===== src/rtl/mux8_rr_arbiter_pkg.sv =====
// Shared constants and state encoding for the mux8 round-robin arbiter.
package mux8_rr_arbiter_pkg;

    localparam int N_REQ        = 8;
    localparam int SEL_W        = 3;
    localparam int MAX_HOLD_DEF = 16;

    typedef enum logic [1:0] {
        IDLE  = 2'b00,
        GRANT = 2'b01,
        GAP   = 2'b10
    } arb_state_t;

endpackage


===== src/rtl/mux8_rr_arbiter_rr_pick8.sv =====
// Combinational round-robin pick: rotate by ptr, find first set bit, un-rotate.
module rr_pick8
    import mux8_rr_arbiter_pkg::*;
(
    input  logic [N_REQ-1:0] req,
    input  logic [SEL_W-1:0] ptr,
    output logic             any,
    output logic [SEL_W-1:0] idx,
    output logic [N_REQ-1:0] onehot
);

    logic [N_REQ-1:0] rot;
    logic [SEL_W-1:0] off;

    always_comb begin
        rot = '0;
        for (int i = 0; i < N_REQ; i++) begin
            rot[i] = req[3'(i) + ptr];
        end
        // Scan from the top so the lowest set bit wins.
        off = '0;
        for (int i = N_REQ - 1; i >= 0; i--) begin
            if (rot[i]) off = 3'(i);
        end
        any    = |req;
        idx    = off + ptr;
        onehot = 8'd1 << idx;
    end

endmodule


===== src/rtl/mux8_rr_arbiter.sv =====
// Round-robin owner FSM driving the select lines of a shared 8:1 mux.
// Optional hold timeout enabled by defining MUX8_ARB_HOLD_TIMEOUT_EN.
module mux8_rr_arbiter
    import mux8_rr_arbiter_pkg::*;
#(
    parameter int MAX_HOLD = MAX_HOLD_DEF
) (
    input  logic             clk,
    input  logic             rst_n,
    input  logic [N_REQ-1:0] req,
    output logic [N_REQ-1:0] gnt,
    output logic [SEL_W-1:0] sel,
    output logic             sel_valid,
    output logic             busy,
    output logic             preempt
);

    if (MAX_HOLD < 2 || MAX_HOLD > 255) begin : g_bad_max_hold
        $error("mux8_rr_arbiter: MAX_HOLD must be in 2..255");
    end

    arb_state_t       state_q, state_d;
    logic [SEL_W-1:0] ptr_q, ptr_d;
    logic [N_REQ-1:0] gnt_q, gnt_d;
    logic [SEL_W-1:0] sel_q, sel_d;
    logic             sel_valid_q, sel_valid_d;
    logic             busy_q, busy_d;
    logic             preempt_q, preempt_d;

    logic             pick_any;
    logic [SEL_W-1:0] pick_idx;
    logic [N_REQ-1:0] pick_onehot;

`ifdef MUX8_ARB_HOLD_TIMEOUT_EN
    localparam logic [7:0] HOLD_LAST = 8'(MAX_HOLD - 1);
    logic [7:0] hold_q, hold_d;
`endif

    rr_pick8 u_pick (
        .req    (req),
        .ptr    (ptr_q),
        .any    (pick_any),
        .idx    (pick_idx),
        .onehot (pick_onehot)
    );

    always_comb begin
        state_d     = state_q;
        ptr_d       = ptr_q;
        gnt_d       = gnt_q;
        sel_d       = sel_q;
        sel_valid_d = sel_valid_q;
        busy_d      = busy_q;
        preempt_d   = 1'b0;
`ifdef MUX8_ARB_HOLD_TIMEOUT_EN
        hold_d      = hold_q;
`endif
        case (state_q)
            // GAP is the single dead cycle; arbitrating here too keeps a
            // handoff to exactly one zero-grant cycle.
            IDLE, GAP: begin
                if (pick_any) begin
                    state_d     = GRANT;
                    gnt_d       = pick_onehot;
                    sel_d       = pick_idx;
                    sel_valid_d = 1'b1;
                    busy_d      = 1'b1;
                    ptr_d       = pick_idx + 3'd1;
`ifdef MUX8_ARB_HOLD_TIMEOUT_EN
                    hold_d      = '0;
`endif
                end else begin
                    state_d     = IDLE;
                    gnt_d       = '0;
                    sel_valid_d = 1'b0;
                    busy_d      = 1'b0;
                end
            end
            GRANT: begin
                if (!req[sel_q]) begin
                    state_d     = GAP;
                    gnt_d       = '0;
                    sel_valid_d = 1'b0;
                end
`ifdef MUX8_ARB_HOLD_TIMEOUT_EN
                else if (hold_q == HOLD_LAST && |(req & ~gnt_q)) begin
                    state_d     = GAP;
                    gnt_d       = '0;
                    sel_valid_d = 1'b0;
                    preempt_d   = 1'b1;
                end else if (hold_q != HOLD_LAST) begin
                    hold_d = hold_q + 8'd1;
                end
`endif
            end
            default: begin
                state_d     = IDLE;
                gnt_d       = '0;
                sel_valid_d = 1'b0;
                busy_d      = 1'b0;
            end
        endcase
    end

    always_ff @(posedge clk or negedge rst_n) begin
        if (!rst_n) begin
            state_q     <= IDLE;
            ptr_q       <= '0;
            gnt_q       <= '0;
            sel_q       <= '0;
            sel_valid_q <= 1'b0;
            busy_q      <= 1'b0;
            preempt_q   <= 1'b0;
`ifdef MUX8_ARB_HOLD_TIMEOUT_EN
            hold_q      <= '0;
`endif
        end else begin
            state_q     <= state_d;
            ptr_q       <= ptr_d;
            gnt_q       <= gnt_d;
            sel_q       <= sel_d;
            sel_valid_q <= sel_valid_d;
            busy_q      <= busy_d;
            preempt_q   <= preempt_d;
`ifdef MUX8_ARB_HOLD_TIMEOUT_EN
            hold_q      <= hold_d;
`endif
        end
    end

    assign gnt       = gnt_q;
    assign sel       = sel_q;
    assign sel_valid = sel_valid_q;
    assign busy      = busy_q;
`ifdef MUX8_ARB_HOLD_TIMEOUT_EN
    assign preempt   = preempt_q;
`else
    assign preempt   = 1'b0;
`endif

endmodule


===== config.mk =====
export PLATFORM = sky130hd
export DESIGN_NAME = mux8_rr_arbiter
export DESIGN_NICKNAME = d
export VERILOG_FILES = /design/src/rtl/mux8_rr_arbiter_pkg.sv /design/src/rtl/mux8_rr_arbiter_rr_pick8.sv /design/src/rtl/mux8_rr_arbiter.sv
export SDC_FILE = /design/constraint.sdc
export NUM_CORES = 1
export LEC_CHECK = 0
export CORE_ASPECT_RATIO = 1.2
export CORE_MARGIN = 1.5
export CORE_UTILIZATION = 54
export DETAILED_ROUTE_END_ITERATION = 10
export MAX_ROUTING_LAYER = met4
export PLACE_DENSITY = 0.89
export SETUP_SLACK_MARGIN = 0.5
export SLEW_MARGIN = 25
export SYNTH_ARGS = -nofsm -noshare
export SYNTH_HDL_FRONTEND = slang
export SYNTH_SLANG_ARGS = --single-unit

===== constraint.sdc =====
create_clock -name clk -period 6 [get_ports clk]
set_clock_uncertainty 0.05 [all_clocks]
set_input_delay 1.5 -clock clk [delete_from_list [all_inputs] [get_ports clk]]
set_output_delay 1.5 -clock clk [all_outputs]
set_load 0.01 [all_outputs]

-- Word-level counts from Yosys, hierarchy flattened
Cells that the tools add are included.
- flip-flop bits (word level): 18
- input port bits: 10
- output and inout bits: 14
- word-level logic and storage cells: 68
- add/subtract/negate cells: 9
- $lt $le $gt $ge: 9
- equal/unequal tests: 3
- shifts and indexed selects: 1
- multiplexer cells: 36
- reductions and logical operators: 4
- operators by type and width (kind ; number):
    $lt A3 B4 Y1 const B ; 9
    $bmux W1 S3 ; 9
    $mux W3 ; 8
    $mux W8 ; 2
    $pmux W8 S2 ; 1
    $add A3 B3 Y3 const A ; 4
    $mux W1 ; 12
    $reduce_or A8 Y1 ; 1
    $shl A1 B3 Y8 const A ; 1
    $add A2 B3 Y3 const A ; 2
    $pmux W1 S2 ; 2
    $pmux W2 S2 ; 1
    $add A1 B3 Y3 const A ; 1
    $add A3 B1 Y3 const B ; 1
    $add A3 B3 Y3 ; 1
    $eq A2 B1 Y1 const B ; 1
    $eq A2 B2 Y1 const B ; 1
    $logic_not A2 Y1 ; 1
    $mux W2 ; 1
    $ne A2 B2 Y1 const B ; 1
    $reduce_and A2 Y1 ; 1
    $reduce_or A2 Y1 ; 1

-- Depth between registers and ports, before layout
Gate-level depths: netlist of run 1.
- depth in word-level cells: 15
- mapped depth: 19
- mapped depth without buffers: 16

-- Modules after synthesis
A second synthesis of run 1 with hierarchy kept.
- cell total of the unflattened synthesis: 151
- area total of the unflattened synthesis: 1644.1 um2
- by module, submodules not included (module ; instances ; cells each ; area each (um2) ; sequential area each (um2)):
    rr_pick8 ; 1 ; 93 ; 853.3 ; 0.0
    mux8_rr_arbiter ; 1 ; 58 ; 790.8 ; 450.4

-- Worst setup path after synthesis of run 1
No wires, ideal clock.
- path kind: input port to flip-flop
- from: input port req[2]
- to: register ptr_q[2]
- setup time: 0.125 ns
- arrival time: 4.542 ns
- data required time: 5.825 ns
- setup slack: 1.284 ns
- cell stages on the path: 13
- buffers on the path: 0
- path through: mux4_1 -> mux2_2 -> nor2b_1 -> nor2_1 -> o21bai_1 -> a22oi_1 -> ha_1 -> fa_1 -> xnor2_1 -> a21oi_1 -> or2_1 -> ha_1 -> mux2_2
- cells in the longest elaborated chain, start to end: 12
- elaborated cells between the ends (all ways): 28
- classes of those cells: 2 x add/sub; 24 x mux; 2 x reduce/logical
- ends and longest elaborated chain (item ; line ; text):
    from (decl) ; mux8_rr_arbiter.sv:10 ; input logic [N_REQ-1:0] req,
    $bmux W1 S3 ; mux8_rr_arbiter_rr_pick8.sv:18 ; rot[i] = req[3'(i) + ptr];
    $mux W1 (not written as such) ; mux8_rr_arbiter_rr_pick8.sv:18 ;
    $mux W3 (8 in a row) ; mux8_rr_arbiter_rr_pick8.sv:23 ; if (rot[i]) off = 3'(i);
    $add A3 B3 Y3 ; mux8_rr_arbiter_rr_pick8.sv:26 ; idx = off + ptr;
    $add A3 B1 Y3 ; mux8_rr_arbiter.sv:68 ; ptr_d = pick_idx + 3'd1;
    to (signal assigned) ; mux8_rr_arbiter.sv:119 ; ptr_q <= ptr_d;
    to (decl) ; mux8_rr_arbiter.sv:23 ; logic [SEL_W-1:0] ptr_q, ptr_d;
Parallel ways exist; a longest one is shown, timed or not. The select of a mux whose other input is x is not followed.
A chain may end at the register's enable or synchronous reset.

-- Worst setup path after layout of run 1
Ends and elaborated chain as after synthesis.

==> impl_metrics.py, run 1 <==
metrics = {
    "run_status": {
        "status": "finished clean",
    },
    "critical_path": {
        "cp.arrival_ps": 5340,
        "path_max_fanout": 10,
        "start_kind": "primary input",
        "worstReg2RegEnd": "ptr_q[2]",
        "critical_path_required_ps": 6140,
        "ff2ff_path_depth": 16,
        "rrSetupSlack_ps": 1120,
        "crit_type": "in2reg",
        "crit_path_end_kind": "flop",
        "rr_startpoint": "ptr_q[0]",
    },
    "clocking": {
        "worstSkewPairLatency_ps": 300,
        "cts_setup_buffers": 0,
        "cts_hold_buffers": 0,
        "h-tree-depth": 1,
        "clock-sinks": 18,
        "postCtsResizedCells": 0,
        "cts_tree": "done",
        "clkTransAtPathRegs_ps": 90,
        "numCtsBuffers": 3,
        "cts_buffer_depth": 2,
        "cts_root_buf": "clkbuf_4",
    },
    "timing": {
        "setup_viol": 0,
        "period_minus_slack_ps": 5202,
        "worst_pin_slew_ps": 778.0,
        "rsz0062_at_grt": "false",
        "slew_headroom": 0.4797,
        "fmax_mhz": 192.2,
        "setup_tns_ps": 0,
        "hold_ws_ps": 431.4,
        "slew_violations": 0,
        "fin_crit_sh": 0.8670,
        "finalHoldViolCount": 0,
    },
    "cells_and_area": {
        "final_common_cell": "clkdlybuf4s50_1",
        "final_cell_mix": "clkdlybuf4s50_1 (22), dfrtp_1 (18), nand2_1 (14)",
        "fill_cells": 230,
        "area.growth.synth_to_final_pct": 16.52,
        "num_antenna_cells": 0,
        "drive_gt1_frac": 0.2000,
        "multi_input_area_sq_um": 1057,
        "seqCellArea_sq_um": 450.4,
        "instances_no_fill": 194,
        "nNetsFinal": 181,
    },
    "floorplanning": {
        "die_x_um": 52.19,
        "dieHeight_um": 62.03,
        "rows": 21,
        "io_pins": 24,
        "initial_utilization": 0.5629,
        "core_area_sq_um": 2785,
        "dieArea_sq_um": 3237,
    },
    "placement": {
        "dp.cells": 191,
        "hpwl_mm": 2.495,
        "port_buffers": 22,
        "finalWeightedCongestion": 0.9140,
    },
    "synth": {
        "synth-seq-cells": 18,
        "synthFlopType": "dfrtp_1",
        "synth-seq-area-share": 0.2873,
        "syn_inst": 140,
        "synth_nets": 159,
        "synth_cell_types": 41,
        "async_flop_share": 1.000,
        "synth.cell_area_sq_um": 1568,
        "yosysWarnings": 0,
        "synth_edf_count": 0,
        "syn_area_per_cell_sq_um": 11.20,
    },
    "min_path": {
        "hp-class": "reg2reg",
        "min_to": "sel_valid",
        "hp-start": "sel_valid",
        "holdPathStages": 1,
    },
    "global_route": {
        "grt_pass1_wl_mm": 5.306,
        "grt_max_degree": 19,
        "first_global_vias": 1172,
        "antenna_found_initial": 0,
        "grt_util_all_layers": 0.2285,
        "grt_overflow": 0,
    },
    "route": {
        "remaining_drc_errors": 0,
        "drtIter0Drc": 50,
        "drt-total-wl_mm": 3.301,
        "dr.pass1.iters": 4,
        "routedWlPerCell_um": 17.02,
        "num_vias": 1232,
        "ant_nets": 0,
        "via_per_inst": 6.351,
    },
    "run": {
        "maxCapViolCount": 0,
    },
}
[flip-flops by register name, summed over array words and instances, names as in the netlist]
signal	flops
sel	3
gnt	8
sel_valid	1
ptr_q	3
state_q	2
busy	1
[critical path, cell delays in order]
cell	delay, ps
clkdlybuf4s50_1	550
mux4_1	570
mux2_2	310
nor2b_1	130
nor2_1	60
o21bai_1	200
a22oi_1	100
ha_1	210
fa_1	390
xnor2_1	130
buf_4	180
and3_1	230
or2_1	230
ha_1	280
mux2_2	260
[stage by stage]
| stage | instance area (sq um) | utilization | setup slack, ps |
|---|---|---|---|
| 3_3_place_gp | 1804 | 0.6478 | 682.8 |
| 6_report | 1827 | 0.6559 | 798.2 |
| 5_1_grt | 1827 | 0.6559 | 636.7 |
| 3_5_place_dp | 1804 | 0.6478 | 495.2 |
| 4_1_cts | 1827 | 0.6559 | 801.7 |
| 2_1_floorplan | 1568 | - | 1284 |
[layer usage]
layer	vias to the layer above	global-route usage	wire length, um
met5	-	-	0
met4	0	0.08425	68
met3	8	0.06220	152
met2	38	0.3906	1761
met1	610	0.2586	1319
li1	576	-	-
[logic make-up after synthesis]
family,count (synthesis),synth area share
DFF,18,0.2873
other,1,0.002392
AOI/OAI and AO/OA,22,0.1038
muxes,27,0.3113
buffers and inverters,12,0.03831
adders and majority gates,9,0.07662
xor gates and xnor gates,3,0.01676
and+or+nand+nor,48,0.1636
[Yosys cell counts (2+ instances only)]
| cell | n | share of area |
|---|---|---|
| o21bai_1 | 2 | 0.0096 |
| mux4_2 | 10 | 0.14 |
| nor2b_1 | 2 | 0.0080 |
| nand2_1 | 14 | 0.034 |
| ha_1 | 8 | 0.064 |
| o21ai_1 | 4 | 0.013 |
| nor4_1 | 4 | 0.016 |
| dfrtp_1 | 18 | 0.29 |
| inv_1 | 5 | 0.012 |
| clkbuf_1 | 2 | 0.0048 |
| nor2_1 | 10 | 0.024 |
| mux2_4 | 4 | 0.038 |
| a21oi_1 | 5 | 0.016 |
| mux2i_1 | 3 | 0.019 |
| nand3_1 | 4 | 0.013 |
| or4b_1 | 3 | 0.019 |
| buf_2 | 3 | 0.0096 |
| o31ai_1 | 4 | 0.019 |
| or2_2 | 2 | 0.0080 |
| mux2_2 | 6 | 0.043 |
| xor2_1 | 2 | 0.011 |
| mux4_1 | 4 | 0.067 |
| nand2b_1 | 3 | 0.012 |
[how the worst max path moves through the flow]
stage / start / endpoint / slack [ps] / cells after the start
after global routing: req[2] / ptr_q[2] / 640 / 15
after detailed placement: req[2] / ptr_q[2] / 500 / 15
after floorplan: req[2] / ptr_q[2] / 1280 / 13
final: req[2] / ptr_q[2] / 800 / 15
after global placement: req[2] / ptr_q[2] / 680 / 15
after CTS: req[2] / ptr_q[2] / 800 / 15
[layout make-up]
cell class | count | share of cell area
Sequential cell | 18 | 0.2466
Multi-Input combinational cell | 110 | 0.5788
Clock buffer | 3 | 0.01233
Timing Repair Buffer | 24 | 0.1288
Inverter | 5 | 0.01027
Tap cell | 34 | 0.02329
Power of run 1 is not shown: default switching activity piles up to over one toggle a cycle in this logic, so the estimate is an artifact.
==> run 2, diff against run 1 <==
--- a/config.mk
+++ b/config.mk
@@ -8,6 +8,7 @@
 export CORE_ASPECT_RATIO = 1.2
 export CORE_MARGIN = 1.5
 export CORE_UTILIZATION = 54
+export CTS_BUF_LIST = sky130_fd_sc_hd__clkbuf_8 sky130_fd_sc_hd__clkbuf_16
 export DETAILED_ROUTE_END_ITERATION = 10
 export MAX_ROUTING_LAYER = met4
 export PLACE_DENSITY = 0.89
==> run 2 against run 1 <==
  * First-iteration DRC count is the same
  * Critical path type unchanged
  * Worst setup slack lost 52 ps
  * Fmax shrank 0.99%
  * Clock-buffer cell count is the same
  * Core utilization grew 0.67 points
  * Sequential share of layout area shrank 0.25 points
==> impl_metrics.py, run 2 (same netlist as run 1, synthesis figures left out) <==
metrics = {
    "critical_path": {
        "path_max_fanout": 10,
        "worstSetupEndpoint": "ptr_q[2]",
        "crit_path_end_kind": "flop",
        "ff2ff_path_depth": 16,
        "rrSetupSlack_ps": 1130,
        "start_kind": "primary input",
        "worstSetupStartpoint": "req[2]",
        "cp.arrival_ps": 5340,
        "crit_type": "in2reg",
        "worstReg2RegEnd": "ptr_q[2]",
        "rr_startpoint": "ptr_q[0]",
        "critical_path_required_ps": 6080,
    },
    "cells_and_area": {
        "fin_area_sq_um": 1846,
        "area.growth.synth_to_final_pct": 17.72,
        "nNetsFinal": 181,
        "fill_cells": 222,
        "num_antenna_cells": 0,
        "final_cell_mix": "clkdlybuf4s50_1 (22), dfrtp_1 (18), nand2_1 (14)",
        "drive_gt1_frac": 0.2000,
        "final_common_cell": "clkdlybuf4s50_1",
        "largest_register_ffs": 8,
    },
    "global_route": {
        "busiest_layer": "met2",
        "first_global_vias": 1175,
        "use_met2": 0.3870,
        "met1_usage": 0.2555,
        "grt_max_degree": 19,
        "antenna_found_initial": 0,
        "grt_util_met3": 0.05981,
        "grt_util_all_layers": 0.2243,
        "grt_overflow": 0,
        "grt_pass1_wl_mm": 5.292,
    },
    "clocking": {
        "clock-sinks": 18,
        "cts_setup_buffers": 0,
        "h-tree-depth": 1,
        "numCtsBuffers": 3,
        "clkTransAtPathRegs_ps": 60,
        "cts_hold_buffers": 0,
        "cts_tree": "done",
        "cts_buffer_depth": 2,
        "worstSkewPairLatency_ps": 250,
        "postCtsResizedCells": 0,
        "cts_root_buf": "clkbuf_8",
    },
    "route": {
        "drt-total-wl_mm": 3.278,
        "remaining_drc_errors": 0,
        "routedWlPerCell_um": 16.90,
        "ant_nets": 0,
        "dr.pass1.iters": 4,
        "via_per_inst": 6.454,
        "drtIter0Drc": 50,
        "num_vias": 1252,
    },
    "timing": {
        "finalHoldViolCount": 0,
        "setup_tns_ps": 0,
        "rsz0062_at_grt": "false",
        "slew_headroom": 0.4731,
        "period_minus_slack_ps": 5254,
        "fin_crit_sh": 0.8757,
        "setup_viol": 0,
        "worst_pin_slew_ps": 787.9,
        "fmax_mhz": 190.3,
        "slew_violations": 0,
    },
    "floorplanning": {
        "dieHeight_um": 62.03,
        "die_x_um": 52.19,
        "initial_utilization": 0.5629,
        "core_area_sq_um": 2785,
        "rows": 21,
        "io_pins": 24,
        "dieArea_sq_um": 3237,
    },
    "run_status": {
        "status": "finished clean",
    },
    "placement": {
        "postPlaceCellArea_sq_um": 1804,
        "port_buffers": 22,
        "hpwl_mm": 2.495,
        "finalWeightedCongestion": 0.9140,
    },
    "min_path": {
        "hp-class": "reg2reg",
    },
    "run": {
        "maxCapViolCount": 0,
    },
}
run 2: through the flow:
stage | instances | utilization | hold slack [ps] | worst slack [ps]
after floorplan | 140 | - | 458.0 | 1284
after global placement | 191 | 0.6478 | 410.4 | 682.8
after detailed placement | 191 | 0.6478 | 416.0 | 495.2
after CTS | 194 | 0.6626 | 430.5 | 764.5
after global routing | 194 | 0.6626 | 455.7 | 586.0
final | 194 | 0.6626 | 424.5 | 746.1
run 2: routing by layer:
metal	share of wire	wire, um
met4	0.021	70
met5	0	0
met2	0.53	1746
met1	0.40	1299
met3	0.049	162
run 2: worst min path at each step:
| stage | to | depth (start not counted) | startpoint | slack (ps) |
|---|---|---|---|---|
| floorplan | state_q[1] | 2 | state_q[1] | 460 |
| global placement | sel_valid | 1 | sel_valid | 410 |
| detailed placement | sel_valid | 1 | sel_valid | 420 |
| CTS | sel_valid | 1 | sel_valid | 430 |
| global route | gnt[2] | 2 | gnt[2] | 460 |
| finish | sel_valid | 1 | sel_valid | 420 |
run 2: final cells by class:
cell class	instances	area [sq um]	share of cell area
Clock buffer	3	41.29	0.02237
Inverter	5	18.77	0.01017
Multi-Input combinational cell	110	1057	0.5729
Sequential cell	18	450.4	0.2441
Tap cell	34	42.54	0.02305
Timing Repair Buffer	24	235.2	0.1275
run 2: critical path, stage by stage:
cell and delay (ps):
clkdlybuf4s50_1 540, mux4_1 570, mux2_2 310, nor2b_1 130, nor2_1 60, o21bai_1 200
a22oi_1 100, ha_1 210, fa_1 400, xnor2_1 140, buf_4 180, and3_1 210
or2_1 220, ha_1 290, mux2_2 260
Power of run 2 is left out for the same reason.
==> run 3, diff against run 2 <==
--- a/config.mk
+++ b/config.mk
@@ -5,13 +5,14 @@
 export SDC_FILE = /design/constraint.sdc
 export NUM_CORES = 1
 export LEC_CHECK = 0
+export ABC_CLOCK_PERIOD_IN_PS = 6790
 export CORE_ASPECT_RATIO = 1.2
 export CORE_MARGIN = 1.5
-export CORE_UTILIZATION = 54
+export CORE_UTILIZATION = 55
 export CTS_BUF_LIST = sky130_fd_sc_hd__clkbuf_8 sky130_fd_sc_hd__clkbuf_16
 export DETAILED_ROUTE_END_ITERATION = 10
 export MAX_ROUTING_LAYER = met4
-export PLACE_DENSITY = 0.89
+export PLACE_DENSITY = 0.9
 export SETUP_SLACK_MARGIN = 0.5
 export SLEW_MARGIN = 25
 export SYNTH_ARGS = -nofsm -noshare
==> constraint.sdc (replaced) <==
create_clock -name clk -period 6.79 [get_ports clk]
set_clock_uncertainty 0.05 [all_clocks]
set_input_delay 1.6975 -clock clk [delete_from_list [all_inputs] [get_ports clk]]
set_output_delay 1.6975 -clock clk [all_outputs]
set_load 0.01 [all_outputs]
==> run 3 against run 2 <==
  * Worst hold slack improved by 1.8 ps
  * Sequential share of layout area grew 0.10 points
  * Cell count shrank 0.52%
  * Worst setup slack better by 460 ps
  * Core utilization rose by 0.36 points
  * Routed wire length shrank 6.0%
  * Clock-buffer cell count unchanged
  * First-iteration DRC count shrank 48%
  * Register-to-register slack improved by 660 ps
  * Global-route usage is 1.7 points lower
  * Critical path type unchanged
==> impl_metrics.py, run 3 (same netlist as run 1, synthesis figures left out) <==
metrics = {
    "run_status": {
        "status": "finished clean",
    },
    "timing": {
        "period_minus_slack_ps": 5587,
        "fin_crit_sh": 0.8228,
        "fmax_mhz": 179.0,
        "setup_tns_ps": 0,
        "worst_pin_slew_ps": 793.3,
        "slew_headroom": 0.4695,
        "finalHoldViolCount": 0,
        "setup_viol": 0,
        "rsz0062_at_grt": "false",
        "slew_violations": 0,
    },
    "critical_path": {
        "critical-path-max-stage-delay_ps": 600,
        "rrSetupSlack_ps": 1790,
        "worstSetupStartpoint": "req[6]",
        "worst_path_max_delay_cell": "mux4_1",
        "critical_path_required_ps": 6870,
        "ff2ff_path_depth": 15,
        "cp.arrival_ps": 5670,
        "path_max_fanout": 10,
        "worstSetupEndpoint": "ptr_q[2]",
        "rr_startpoint": "ptr_q[0]",
        "crit_path_end_kind": "flop",
        "worstReg2RegEnd": "ptr_q[2]",
        "crit_chain": "clkdlybuf4s50_1 > mux4_1 > mux2_2 > nor2b_1 > nor2_1 > o21bai_1 > a22oi_1 > ha_1 > fa_1 > xnor2_1 > a21oi_1 > or2_1 > ha_1 > mux2_2",
        "start_kind": "primary input",
        "crit_type": "in2reg",
    },
    "clocking": {
        "numCtsBuffers": 3,
        "cts_hold_buffers": 0,
        "cts_buffer_depth": 2,
        "clock-sinks": 18,
        "h-tree-depth": 1,
        "cts_setup_buffers": 0,
        "cts_tree": "done",
        "worstSkewPairLatency_ps": 250,
        "postCtsResizedCells": 0,
        "clkTransAtPathRegs_ps": 60,
        "cts_root_buf": "clkbuf_8",
    },
    "route": {
        "num_vias": 1198,
        "drt-total-wl_mm": 3.082,
        "routedWlPerCell_um": 15.97,
        "remaining_drc_errors": 0,
        "dr.pass1.iters": 4,
        "ant_nets": 0,
        "via_per_inst": 6.207,
        "drtIter0Drc": 26,
    },
    "floorplanning": {
        "dieArea_sq_um": 3181,
        "initial_utilization": 0.5683,
        "dieHeight_um": 61.49,
        "core_area_sq_um": 2759,
        "io_pins": 24,
        "die_x_um": 51.74,
        "rows": 21,
    },
    "placement": {
        "port_buffers": 22,
        "finalWeightedCongestion": 0.8723,
        "hpwl_mm": 2.416,
    },
    "cells_and_area": {
        "final_common_cell": "clkdlybuf4s50_1",
        "area.growth.synth_to_final_pct": 17.24,
        "drive_gt1_frac": 0.1950,
        "final_cell_mix": "clkdlybuf4s50_1 (22), dfrtp_1 (18), nand2_1 (14)",
        "nNetsFinal": 180,
        "largest_register_ffs": 8,
        "final_util": 0.6662,
        "num_antenna_cells": 0,
    },
    "global_route": {
        "grt_pass1_wl_mm": 4.912,
        "first_global_vias": 1082,
        "grt_overflow": 0,
        "grt_util_all_layers": 0.2076,
        "grt_max_degree": 19,
        "antenna_found_initial": 0,
    },
    "min_path": {
        "hp-class": "reg2reg",
    },
    "run": {
        "maxCapViolCount": 0,
    },
}
-- run 3: changes by cell type in the layout (fill, tap and decap cells not counted) --
| cell | delta |
|---|---|
| buf_4 | -1 |
-- run 3: how the worst min path moves through the flow --
| stage | from | to | slack (ps) | depth (start not counted) |
|---|---|---|---|---|
| global route | sel_valid | sel_valid | 460 | 1 |
| global placement | sel_valid | sel_valid | 410 | 1 |
| floorplan | state_q[1] | state_q[1] | 460 | 2 |
| detailed placement | gnt[3] | gnt[3] | 420 | 2 |
| finish | gnt[3] | gnt[3] | 430 | 2 |
| CTS | gnt[3] | gnt[3] | 430 | 2 |
-- run 3: cell type report --
class                   count  area, sq um
inverters                   5        18.77
fillers                   208        920.9
clock buffers               3        41.29
repair buffers             23        227.7
flip-flops and latches     18        450.4
multi-input cells         110         1057
well taps                  34        42.54
-- run 3: through the flow --
stage	worst slack, ps	cells	hold slack, ps	area [sq um]
floorplan	1876	140	458.0	1568
global placement	1133	190	410.6	1797
detailed placement	966.2	190	416.3	1797
CTS	1220	193	430.3	1838
global route	973.1	193	455.4	1838
finish	1203	193	426.3	1838
-- run 3: worst max-delay path, delay by kind of cell --
family,cells,cell delay [ps]
AO/OA/AOI/OAI,3,440
AND/OR/NAND/NOR,3,470
adder cells (fa/ha/maj),3,850
buffers and inverters,1,540
XOR/XNOR,1,500
multiplexers,3,1170
-- run 3: per-layer routing --
metal  up-vias  wire [um]  track usage
met4         0          0      0.03008
met1       586       1246       0.2535
met5         -          0            -
met2        38       1706       0.3718
met3         0        129      0.03398
li1        574          -            -
Power of run 3 is left out for the same reason.
